[config.mk]
export PLATFORM = sky130hd
export DESIGN_NAME = spike_filter_serializer
export DESIGN_NICKNAME = d
export VERILOG_FILES = /design/src/rtl/pc_word_pkg.sv /design/src/rtl/spike_filter_serializer.sv
export SDC_FILE = /design/constraint.sdc
export NUM_CORES = 1
export LEC_CHECK = 0
export ABC_AREA = 0
export CAP_MARGIN = 5
export CORE_ASPECT_RATIO = 0.7
export CORE_UTILIZATION = 41
export CTS_CLUSTER_SIZE = 24
export DETAILED_ROUTE_END_ITERATION = 7
export GPL_TIMING_DRIVEN = 0
export PLACE_DENSITY = 0.74
export SLEW_MARGIN = 20
export SYNTH_ARGS = -nofsm -noshare
export SYNTH_HDL_FRONTEND = slang
export SYNTH_SLANG_ARGS = --single-unit
[constraint.sdc]
create_clock -name clk -period 1.6 [get_ports clk]
set_clock_uncertainty 0.1 [all_clocks]
set_input_delay 0.4 -clock clk [delete_from_list [all_inputs] [get_ports clk]]
set_output_delay 0.4 -clock clk [all_outputs]
set_load 0.005 [all_outputs]
[src/rtl/pc_word_pkg.sv]
// Shared PC word definitions for the spike filter upstream path: word codes,
// serializer FSM states, and HI-word payload packing.
package pc_word_pkg;

  localparam int NFILTS  = 10;
  localparam int NSTATE  = 27;
  localparam int NPCCODE = 7;
  localparam int NPCDATA = 20;

  localparam logic [NPCCODE-1:0] CODE_LO = 7'd64;
  localparam logic [NPCCODE-1:0] CODE_HI = 7'd65;

  typedef enum logic [1:0] {IDLE, SEND_LO, SEND_HI} ser_state_t;

  // HI payload: {zero pad, filter index, state bits above the LO word}
  function automatic logic [NPCDATA-1:0] pack_hi(input logic [NFILTS-1:0] idx,
                                                 input logic [NSTATE-NPCDATA-1:0] state_hi);
    return NPCDATA'({idx, state_hi});
  endfunction

endpackage

[src/rtl/spike_filter_serializer.sv]
// Splits each spike filter token into a LO/HI PC word pair; registered outputs, 1 token per 2 cycles.
// Define SPIKE_FILT_SER_SKIP_ZERO_EN to drop zero-state tokens and count them on zero_skipped.
module spike_filter_serializer
  import pc_word_pkg::*;
#(
  parameter int                 Nfilts  = NFILTS,
  parameter int                 Nstate  = NSTATE,
  parameter int                 NPCcode = NPCCODE,
  parameter int                 NPCdata = NPCDATA,
  parameter logic [NPCcode-1:0] CODE_LO = NPCcode'(pc_word_pkg::CODE_LO),
  parameter logic [NPCcode-1:0] CODE_HI = NPCcode'(pc_word_pkg::CODE_HI)
) (
  input  logic               clk,
  input  logic               reset,
  input  logic [Nfilts-1:0]  in_filt_idx,
  input  logic [Nstate-1:0]  in_filt_state,
  input  logic               in_v,
  output logic               in_a,
  output logic [NPCcode-1:0] out_code,
  output logic [NPCdata-1:0] out_payload,
  output logic               out_v,
  input  logic               out_a
`ifdef SPIKE_FILT_SER_SKIP_ZERO_EN
  ,
  output logic [15:0]        zero_skipped
`endif
);

  localparam int SHI = Nstate - NPCdata;

  if ((Nfilts + SHI > NPCdata) || (Nstate <= NPCdata)) begin : g_bad_widths
    $fatal(1, "spike_filter_serializer: index and high state bits must fit one PC word");
  end

  ser_state_t        st;
  logic [Nfilts-1:0] idx_q;
  logic [SHI-1:0]    st_hi_q;
  logic              take;
  logic              skip;

  // Ready in IDLE, or in SEND_HI exactly when the HI word leaves this cycle
  assign in_a = !reset && ((st == IDLE) || ((st == SEND_HI) && out_a));
  assign take = in_v && in_a;

`ifdef SPIKE_FILT_SER_SKIP_ZERO_EN
  assign skip = (in_filt_state == '0);
`else
  assign skip = 1'b0;
`endif

  always_ff @(posedge clk or posedge reset) begin
    if (reset) begin
      st          <= IDLE;
      out_v       <= 1'b0;
      out_code    <= '0;
      out_payload <= '0;
      idx_q       <= '0;
      st_hi_q     <= '0;
`ifdef SPIKE_FILT_SER_SKIP_ZERO_EN
      zero_skipped <= '0;
`endif
    end else if (take) begin
      idx_q   <= in_filt_idx;
      st_hi_q <= in_filt_state[Nstate-1:NPCdata];
      if (skip) begin
        st    <= IDLE;
        out_v <= 1'b0;
`ifdef SPIKE_FILT_SER_SKIP_ZERO_EN
        if (zero_skipped != 16'hFFFF) zero_skipped <= zero_skipped + 16'd1;
`endif
      end else begin
        st          <= SEND_LO;
        out_v       <= 1'b1;
        out_code    <= CODE_LO;
        out_payload <= in_filt_state[NPCdata-1:0];
      end
    end else if (out_a && (st == SEND_LO)) begin
      st          <= SEND_HI;
      out_code    <= CODE_HI;
      out_payload <= NPCdata'(pack_hi(NFILTS'(idx_q), (NSTATE-NPCDATA)'(st_hi_q)));
    end else if (out_a && (st == SEND_HI)) begin
      st    <= IDLE;
      out_v <= 1'b0;
    end
  end

endmodule
==> impl_results.md <==
* Status: complete, but fails checks
* Violated checks: negative setup slack
* Placed Instances at 254
* Residual DRC at 0
* Largest net degree at the start of global routing at 23
* Root buffer cell: clkbuf_8
* IO Pins at 70
* Overflow after GRT at 0
* Core ar. at 4500 sq um
* N_diodes at 0
* Pwr dens at 1650 nW/um^2
* Critical path arrival at 1760 ps
* CTS tree: built
* Maximum clock frequency at 592 MHz
* Die Width at 85.2 um
* Register area share after synthesis at 52.9%
* Final ANT Viol Nets at 0
* Pleak at 1.49 nW
* DR pass1 iterations at 4
* Cell area after placement at 2740 sq um
* Final Hold Fails at 0
* Hold slack at 209 ps
* Max-cap violations at 0
* Core Rows at 20
* Final Wtd Congestion at 0.769
* Mux cell area share after synthesis at 34.9%
* Fin nets at 264
* P_sw at 1.33 mW
* Average size of a mapped cell at 15.3 sq um
* Internal at 3.55 mW
* TritonCTS buffer count at 5
* Total track usage at 19.1%
* Layout cell share with drive strength beyond 1 at 41.5%
* Crit path capture type: flop
* Cell count after synthesis at 130
* Vias per cell at 4.73
* CTS H-tree depth at 2
* Vias in the first global route at 1518
* Detailed placement HPWL at 3110 um
* Filler Cells Inserted at 343
* Clock power share at 14.1%
* Largest family of logic cells by synthesized area: multiplexers
* Setup crit start: st[1]$_DFFE_PP0P_
* Via count at 1320
* Final Cycle Share at 106%
* Seq cells post-synth at 42
* Initial drt markers at 13
* Clock Path Buffers at 2
* First-pass GRT wire length at 7190 um
* Post-synthesis adder-cell area fraction at 0%
* Peak supply drop at 0.000819 V
* Worst slack, placed at -751 ps
* Setup repair after global routing missed its margin: yes
* Combinational share of power at 47.6%
* Final setup violation count at 17
* Total wire length at 4260 um
* Port Buffer Count at 64
* Worst skew pair latency at 280 ps
* Worst setup SP type: flop
* Sw Share at 27.2%
* Number of distinct library cells after synthesis at 19
* Largest fanout on the critical path at 10
* Synthesized area at 1990 sq um
* WS Path Type: reg -> reg
* Wire per inst at 15.3 um
* Synth warn at 0
* Reg clk slew, reported paths at 80 ps
* Tmin final at 1690 ps
* Simple-gate portion of the synthesized area at 4.78%
* Clock sink total at 42
* Setup ws final at -88.4 ps
* Final instance area at 2960 sq um
* Initial Utilization at 44.1%
* Reg power frac at 38.3%
* Die height at 60.3 um
* Crit path required time at 1670 ps
* Area Growth Syn to Fin at 49.0%
* Synth Area in Compound Gates at 0.629%
* Area of the die at 5140 sq um
* XOR/XNOR Fraction of Synth Area at 0%
* Sum of negative setup slack at -1240 ps
* Critical R2R Launch: st[1]$_DFFE_PP0P_
* Hold Crit Class: in -> async
* Non-Filler Instances at 279
* Initial antenna violation count at 0
* Max-slew violation count at 0
-- Yosys cell counts --
cell type,number,area [sq um]
a21boi_0,1,7.51
nor2_1,1,3.75
dfrtp_1,42,1050
nand3b_4,1,20.0
o21ai_0,1,5.00
nand3_4,1,17.5
nand2_1,9,33.8
mux2_1,2,22.5
mux2i_1,3,30.0
nand2b_1,1,6.26
buf_4,5,37.5
conb_1,1,3.75
buf_6,4,45.0
inv_1,5,18.8
mux2_2,25,282
buf_8,2,30.0
nand3b_1,1,7.51
and2_1,1,6.26
mux2_4,24,360
-- per-layer routing --
metal	vias to the layer above	GRT usage (%)	routed length (um)
met4	0	6.30	70
met2	44	34.4	2110
met3	10	5.94	244
met1	644	22.0	1830
li1	622	-	-
met5	-	0	0
-- power by group through the flow --
stage          clock (mW)  combinational [mW]  sequential (mW)
5_1_grt             0.758                2.50             1.94
3_5_place_dp            0                2.18             1.92
3_3_place_gp            0                2.10             1.86
2_1_floorplan           0                1.28             1.87
4_1_cts             0.707                2.33             1.87
6_report            0.687                2.32             1.87
-- sequential cells by signal, summed over array words and instances, names as in the netlist --
signal       count
idx_q           10
st               2
out_v            1
out_payload     20
st_hi_q          7
out_code         2
-- placed cells by master, fill, tap and decap left out, drive strengths merged --
cell and instances:
mux2 51, dfrtp 42, clkdlybuf4s50 38, buf 30, dlygate4sd2 24, nand2 9, clkbuf 8, conb 5
inv 5, mux2i 3, nand3b 2, nand2b 1, nor2 1, nand3 1, a21boi 1, and2 1
o21ai 1, clkinv 1
-- per-stage QoR --
step / utilization [%] / power, mW
2_1_floorplan: - / 3.15
3_3_place_gp: 60.2 / 3.96
3_5_place_dp: 60.8 / 4.10
4_1_cts: 65.5 / 4.91
5_1_grt: 65.8 / 5.19
6_report: 65.8 / 4.88
-- path summary, 6_finish.rpt --
check | endpoint | slack, ps | cells after the start
worst max-delay path | out_payload[6]$_DFFE_PP0P_ | -90 | 5
worst min-delay path | st[1]$_DFFE_PP0P_ | 210 | 2
worst max register to register | out_payload[6]$_DFFE_PP0P_ | -90 | 5
worst min register to register | out_code[6]$_DFFE_PP0P_ | 380 | 1
max in group asynchronous | out_payload[0]$_DFFE_PP0P_ | 720 | 3
min in group clk | st[1]$_DFFE_PP0P_ | 300 | 3
-- worst max-delay path, cell delays in order (launching register included) --
cell      delay [ps]
dfrtp_1          420
buf_6            130
nand3b_4         190
buf_12           180
mux2_4           290
mux2_4           260
-- timing repair --
item / CTS / global route
gates resized for setup: 40 / 2
hold buffers: 0 / 0
gates cloned: 0 / 0
setup endpoints to repair: 57 / 18
buffers inserted: 15 / 2
pin swaps: 1 / 0
-- kinds of logic after synthesis --
| kind of cell | Yosys count |
|---|---|
| multiplexers | 54 |
| flip-flops | 42 |
| buffers and inverters | 16 |
| AND/OR/NAND/NOR | 15 |
| AO/OA/AOI/OAI | 2 |
| other | 1 |
-- area by class of cell --
class                           count  area [sq um]  share of cell area [%]
Clock buffer                        7          86.3                    2.92
Sequential cell                    42          1050                    35.5
Clock inverter                      1          5.00                   0.169
Inverter                            5          18.8                   0.634
Buffer                             11           125                    4.22
Multi-Input combinational cell     76           846                    28.6
Timing Repair Buffer               82           759                    25.6
Tap cell                           55          68.8                    2.32
Note: power is estimated with default switching activity, not from simulation.
